<file path="config.mk">
export PLATFORM = sky130hd
export DESIGN_NAME = i2c_slave_frame_cnt
export DESIGN_NICKNAME = d
export VERILOG_FILES = /design/src/rtl/i2c_slave_pkg.sv /design/src/rtl/i2c_slave_up_cnt.sv /design/src/rtl/i2c_slave_frame_cnt.sv
export SDC_FILE = /design/constraint.sdc
export NUM_CORES = 1
export LEC_CHECK = 0
export CORE_MARGIN = 4
export CORE_UTILIZATION = 30
export CTS_CLUSTER_SIZE = 14
export DETAILED_ROUTE_END_ITERATION = 8
export GPL_TIMING_DRIVEN = 0
export PLACE_DENSITY_LB_ADDON = 0.3
export SLEW_MARGIN = 20
export SYNTH_ARGS = -nofsm -noshare
export SYNTH_HDL_FRONTEND = slang
export SYNTH_SLANG_ARGS = --single-unit
</file>
<file path="constraint.sdc">
create_clock -name pclk -period 2.9 [get_ports pclk]
set_input_delay 0.58 -clock pclk [delete_from_list [all_inputs] [get_ports pclk]]
set_output_delay 0.58 -clock pclk [all_outputs]
set_load 0.1 [all_outputs]
</file>
<file path="src/rtl/i2c_slave_pkg.sv">
// Shared types and default sizes for the I2C slave frame tracking logic.
package i2c_slave_pkg;

  typedef enum logic [1:0] {
    IDLE = 2'd0,
    DATA = 2'd1,
    ACK  = 2'd2
  } frame_state_t;

  localparam int DEF_DATA_BITS  = 8;
  localparam int DEF_BYTE_CNT_W = 8;

endpackage

</file>
<file path="src/rtl/i2c_slave_up_cnt.sv">
// Generic up-counter with synchronous clear (wins over enable) and
// selectable saturate-at-all-ones or wrap-to-zero behaviour.
module i2c_slave_up_cnt import i2c_slave_pkg::*; #(
  parameter int W = DEF_BYTE_CNT_W
) (
  input  logic         pclk,
  input  logic         preset,
  input  logic         clr,
  input  logic         en,
  input  logic         sat,
  output logic [W-1:0] q
);

  logic [W-1:0] q_nxt;

  always_comb begin
    q_nxt = q;
    if (clr) begin
      q_nxt = '0;
    end else if (en) begin
      if (&q) q_nxt = sat ? q : '0;
      else    q_nxt = q + W'(1);
    end
  end

  always_ff @(posedge pclk) begin
    if (preset) q <= '0;
    else        q <= q_nxt;
  end

endmodule

</file>
<file path="src/rtl/i2c_slave_frame_cnt.sv">
// Bit/byte frame tracker for the I2C slave: bit index, byte/ACK pulses, byte count.
// Optional bus timeout is built when I2C_SLAVE_FRAME_TIMEOUT_EN is defined.
//
//   state | meaning
//   IDLE  | no transfer; scl_rise ignored
//   DATA  | shifting data bits, bit_idx counts sampled bits
//   ACK   | all data bits in, waiting for the ACK/NACK clock
module i2c_slave_frame_cnt import i2c_slave_pkg::*; #(
  parameter  int DATA_BITS   = DEF_DATA_BITS,
  parameter  int BYTE_CNT_W  = DEF_BYTE_CNT_W,
  parameter  int BYTE_SAT    = 1,
  parameter  int TIMEOUT_CYC = 1024,
  localparam int BIT_W       = $clog2(DATA_BITS + 1)
) (
  input  logic                  pclk,
  input  logic                  preset,
  input  logic                  start_det,
  input  logic                  stop_det,
  input  logic                  scl_rise,
  output logic [BIT_W-1:0]      bit_idx,
  output logic                  byte_done,
  output logic                  ack_slot,
  output logic                  ack_done,
  output logic [BYTE_CNT_W-1:0] byte_cnt,
  output logic                  first_byte,
  output logic                  busy,
  output logic                  timeout
);

  frame_state_t state, state_nxt;

  logic start_evt, tmo_evt, rise_evt;
  logic data_rise, ack_rise, last_bit;
  logic byte_wraps;

  // Priority: stop > start > timeout > scl_rise
  assign start_evt = start_det & ~stop_det;
  assign rise_evt  = scl_rise & ~stop_det & ~start_det & ~tmo_evt;
  assign data_rise = rise_evt & (state == DATA);
  assign ack_rise  = rise_evt & (state == ACK);
  assign last_bit  = data_rise & (bit_idx == BIT_W'(DATA_BITS - 1));
  assign byte_wraps = (BYTE_SAT == 0) & (&byte_cnt);

`ifdef I2C_SLAVE_FRAME_TIMEOUT_EN
  localparam int TMO_W = (TIMEOUT_CYC > 2) ? $clog2(TIMEOUT_CYC) : 1;

  logic [TMO_W-1:0] tmo_q;
  logic             tmo_clr;

  assign tmo_clr = (state == IDLE) | scl_rise | start_det | stop_det | tmo_evt;
  assign tmo_evt = (state != IDLE) & ~stop_det & ~start_det &
                   (tmo_q == TMO_W'(TIMEOUT_CYC - 1));

  i2c_slave_up_cnt #(.W(TMO_W)) u_tmo_cnt (
    .pclk   (pclk),
    .preset (preset),
    .clr    (tmo_clr),
    .en     (state != IDLE),
    .sat    (1'b1),
    .q      (tmo_q)
  );
`else
  assign tmo_evt = 1'b0;
`endif

  i2c_slave_up_cnt #(.W(BIT_W)) u_bit_cnt (
    .pclk   (pclk),
    .preset (preset),
    .clr    (stop_det | start_det | tmo_evt | ack_rise),
    .en     (data_rise),
    .sat    (1'b1),
    .q      (bit_idx)
  );

  i2c_slave_up_cnt #(.W(BYTE_CNT_W)) u_byte_cnt (
    .pclk   (pclk),
    .preset (preset),
    .clr    (start_evt),
    .en     (ack_rise),
    .sat    (BYTE_SAT != 0),
    .q      (byte_cnt)
  );

  always_comb begin
    state_nxt = state;
    if (stop_det)       state_nxt = IDLE;
    else if (start_det) state_nxt = DATA;
    else if (tmo_evt)   state_nxt = IDLE;
    else if (last_bit)  state_nxt = ACK;
    else if (ack_rise)  state_nxt = DATA;
  end

  // Level outputs are registered from next-state so they line up with the counters
  always_ff @(posedge pclk) begin
    if (preset) begin
      state      <= IDLE;
      byte_done  <= 1'b0;
      ack_done   <= 1'b0;
      ack_slot   <= 1'b0;
      busy       <= 1'b0;
      first_byte <= 1'b0;
      timeout    <= 1'b0;
    end else begin
      state      <= state_nxt;
      byte_done  <= last_bit;
      ack_done   <= ack_rise;
      ack_slot   <= (state_nxt == ACK);
      busy       <= (state_nxt != IDLE);
      first_byte <= (state_nxt != IDLE) &
                    (start_evt | ((byte_cnt == '0) & ~ack_rise) | (ack_rise & byte_wraps));
`ifdef I2C_SLAVE_FRAME_TIMEOUT_EN
      timeout    <= tmo_evt;
`else
      timeout    <= 1'b0 & (TIMEOUT_CYC > 0);
`endif
    end
  end

endmodule

</file>
After elaboration in Yosys (flattened, before gate mapping)
Index checks and enable logic that the tools add are counted.
Widths: inputs -> output; s select.
{"block": "word_totals", "elab_cells": 42, "regBits": 19, "out_inout_bits": 18, "input_bits": 5}
{"block": "classes", "n_eq_ne": 4, "muxes": 4, "n_addsub": 2, "reduce_logical": 8, "bitwise_logic": 16}
{"cell": "$add 8x1->8 const B", "count": 1}
{"cell": "$and 1x1->1", "count": 8}
{"cell": "$logic_not 8->1", "count": 1}
{"cell": "$mux 2", "count": 4}
{"cell": "$reduce_and 8->1", "count": 1}
{"cell": "$not 1->1", "count": 5}
{"cell": "$add 4x1->4 const B", "count": 1}
{"cell": "$eq 2x2->1 const B", "count": 2}
{"cell": "$eq 4x3->1 const B", "count": 1}
{"cell": "$reduce_and 2->1", "count": 2}
{"cell": "$reduce_and 4->1", "count": 1}
{"cell": "$reduce_or 2->1", "count": 2}
{"cell": "$or 1x1->1", "count": 3}
{"cell": "$eq 2x1->1 const B", "count": 1}
{"cell": "$reduce_bool 2->1", "count": 1}

Logic depth before layout (Yosys ltp)
{"block": "logic_depth", "depth_word": 10, "depth_mapped": 5, "depth_no_buf": 5}

Modules after synthesis
A second synthesis with hierarchy kept.
{"block": "unflattened", "hier_cells": 108, "hier_area_um2": 938.4}
{"mod": "i2c_slave_up_cnt (u_byte_cnt)", "cells_each": 47, "seq_area_each_um2": 160.2, "area_per_inst_um2": 404.1, "n_inst": 1}
{"mod": "i2c_slave_frame_cnt", "cells_each": 37, "seq_area_each_um2": 140.1, "area_per_inst_um2": 327.8, "n_inst": 1}
{"mod": "i2c_slave_up_cnt (u_bit_cnt)", "cells_each": 24, "seq_area_each_um2": 80.1, "area_per_inst_um2": 206.4, "n_inst": 1}

Worst setup path before layout
OpenSTA, ideal clock, no wires.
{"block": "synth_timing", "path_type": "register to register", "from": "reg u_byte_cnt.q[1]", "to": "reg u_byte_cnt.q[6]", "setup_time_ns": 0.091, "required_ns": 2.809, "t_arrival_ns": 1.920, "path_stages_with_launch": 5, "synth_period_minus_slack_ns": 2.011, "path_slack_ns": 0.889, "path_buffers": 0, "path_cell_list": "dfxtp_1 -> ha_1 -> and4bb_2 -> a41oi_1 -> a311oi_1"}
{"block": "synth_via", "elab_chain_len": 3, "word_cells_on_any_way": 4, "classes_between": "add/sub: 1; bitwise: 1; reduce/logical: 2"}
{"item": "start, declared", "line_no": "i2c_slave_up_cnt.sv:11", "text": "output logic [W-1:0] q"}
{"item": "start signal, assigned", "line_no": "i2c_slave_up_cnt.sv:28", "text": "else q <= q_nxt;"}
{"item": "parallel branches: the longest is 3 deep, another holds $add 8x1->8"}
Several ways; the timed one is not identified.
A chain may end at the register's enable or synchronous reset.

Worst setup path after layout
{"block": "layout_timing", "from": "reg u_byte_cnt.q[5]", "to": "out byte_cnt[5]"}
{"item": "end, declared", "line_no": "i2c_slave_frame_cnt.sv:24", "text": "output logic [BYTE_CNT_W-1:0] byte_cnt,"}
No word-level cell between the ends.

==> out/metrics.yaml <==
outcome: "finished, final reports clean"
arrival_ps: 1980
maxSlewViolCount: 0
grt_pass1_wl_um: 4170
clk_pin_slew_worst_paths_ps: 120
grt_pass1_vias: 951
wire_per_inst_um: 13.0
drive_gt1_frac: 0.0593
crit_buf_inv: 1
holdBufCountCts: 0
clkLatencyLatePin_ps: 300
crit_type: "register to primary output"
root_buffer: "clkbuf_4"
synth-simple-area-share: 0.323
die_w_um: 65.4
synth_top_family_by_area: "simple AND/OR/NAND/NOR gates"
setup_viol_count_final: 0
fin_crit_ps: 2560
crit_family: "buffers and inverters"
synth_warnings: 0
netlist_instances: 110
setup-tns-final_ps: 0
vias: 934
hold_violations: 0
slowest_delay_ps: 1190
grt_max_degree: 12
yosysSeqAreaShare: 0.385
rows: 20
dr.pass1.iters: 4
cts_resized: 0
coreArea_um2: 3100
dp.cells: 175
final_common_cell: "clkdlybuf4s50_1"
dp_hpwl_um: 1700
worst_clock_skew_ps: 5.56
antenna_found_initial: 0
p_per_area_nw_per_um2: 353
place.gp.congestion: 0.800
die_y_um: 65.4
synth_top_area_share: 0.385
grt_use_total: 0.121
viasPerCell: 5.22
cts_buffers: 3
hold_path_class: "register to register"
area_delta_synth_final_pct: 29.7
fmax_mhz: 391
rsz0062_at_grt: "false"
worstPathCellList: "clkdlybuf4s50_1"
synth_mux_area_frac: 0.0608
nets: 144
synthXorXnorAreaFrac: 0
post-cts-setup-buffers: 0
max_slew_margin: 0.348
start_kind: "register"
r2r_slack_ps: 1150
maxCapViolations: 0
instances_no_fill: 179
seq_area_um2: 380
start_util: 0.318
synthesis.nets: 118
synth-adder-area-share: 0.0380
multi_input_area_um2: 564
critPathMaxFanout: 8
clockBufferDepth: 2
synth_area_leaders: "dfxtp_1 39%, mux2i_1 6.1%, nand3_1 6.1%"
io_pins: 23
crit_path_top_delay_cell: "clkdlybuf4s50_1"
worstMarginPinSlew_ps: 975
route.detailed.drc: 0
netlist_area_um2: 987
postRouteAntennaNets: 0
wirelength_um: 2330
nFillCells: 341
p_leak_nw: 0.417
die-area_um2: 4270
synth_compound_area_frac: 0.146
ys_types: 40
synth_seq_cells: 19
ir_worst_vdd_v: 0.000244
drt-initial-drc-count: 63
finalCritPeriodShare: 0.881
clock_sinks: 19
cts_tree: "built"
diodes: 0
synth.avg_cell_area_um2: 8.97
setup.worst_path.end_class: "primary output"
htree_levels: 1
port_buffers: 21
overflow: 0
crit_required_ps: 2320
yosysTopAreaCell: "dfxtp_1"
final_cell_mix: "21 x clkdlybuf4s50_1, 19 x dfxtp_1, 12 x nand3_1"
[routing by layer]
layer | track usage | wire [µm] | up-vias
met2 | 0.186 | 987 | 31
li1 | - | - | 470
met4 | 0.0285 | 17 | 0
met5 | 0 | 0 | -
met1 | 0.161 | 1130 | 431
met3 | 0.0427 | 199 | 2
[state kept, by name, summed over array words and instances, names as in the netlist]
name          count
ack_slot          1
u_byte_cnt.q      8
byte_done         1
ack_done          1
state             2
first_byte        1
u_bit_cnt.q       4
busy              1
[cell usage after synthesis]
cell and instances:
dfxtp_1 19, nand3_1 12, mux2i_1 6, a211oi_1 5
inv_1 5, and3_1 4, nand2_1 4, nor3_1 4
a21oi_1 3, a31oi_1 3, ha_1 3, nand3b_1 3
nor2_1 3, nor3b_1 3, nor4_1 3, a21boi_0 2
clkbuf_1 2, nand4_1 2, nor4b_1 2, or4b_1 2
a22o_1 1, a311oi_1 1, a41oi_1 1, and2_1 1
and3b_1 1, and4_1 1, and4b_1 1, and4bb_2 1
buf_2 1, buf_4 1, clkinv_1 1, conb_1 1
nand2b_1 1, nor2b_1 1, o211ai_1 1, o21ai_0 1
o21ba_2 1, o31a_1 1, or2b_1 1, or4_1 1
[where the power goes]
part	internal, W	total (W)	switching (W)	leakage (nW)
clock network	0.0000514	0.000139	0.0000880	0.0177
logic	0.0000149	0.0000478	0.0000329	0.246
registers	0.000263	0.000265	0.00000177	0.154
[stage by stage]
| step | instance area [µm²] | utilization | hold WS, ps | power, W | setup WS, ps |
|---|---|---|---|---|---|
| floorplan | 987 | - | 533 | 0.000303 | 889 |
| global placement | 1250 | 0.404 | 496 | 0.000318 | 408 |
| detailed placement | 1250 | 0.404 | 510 | 0.000318 | 394 |
| CTS | 1280 | 0.413 | 535 | 0.000461 | 333 |
| global route | 1280 | 0.413 | 564 | 0.000476 | 264 |
| finish | 1280 | 0.413 | 538 | 0.000452 | 344 |
[cells by family (layout without fill, tap and decap cells)]
kind of cell,Yosys count,count (layout)
simple gates,51,51
compound gates,20,20
flops,19,19
buf+inv,10,35
mux,6,6
fa+ha+maj,3,3
other cells,1,1
[cell type report]
| cell class | count | area share |
|---|---|---|
| buffer | 4 | 0.0156 |
| clock buffer | 3 | 0.0176 |
| clock inverter | 1 | 0.00391 |
| inverter | 6 | 0.0176 |
| multi-input combinational | 81 | 0.441 |
| sequential | 19 | 0.297 |
| tap | 44 | 0.0430 |
| timing repair buffer | 21 | 0.164 |
[worst paths after layout]
check,start,endpoint,depth (start not counted)
worst max-delay path,u_byte_cnt.q[5],byte_cnt[5],1
worst max register to register,state[1],u_byte_cnt.q[5],4
worst min-delay path,u_bit_cnt.q[3],u_bit_cnt.q[3],1
worst min register to register,u_bit_cnt.q[3],u_bit_cnt.q[3],1
(Power assumes the default switching activity.)
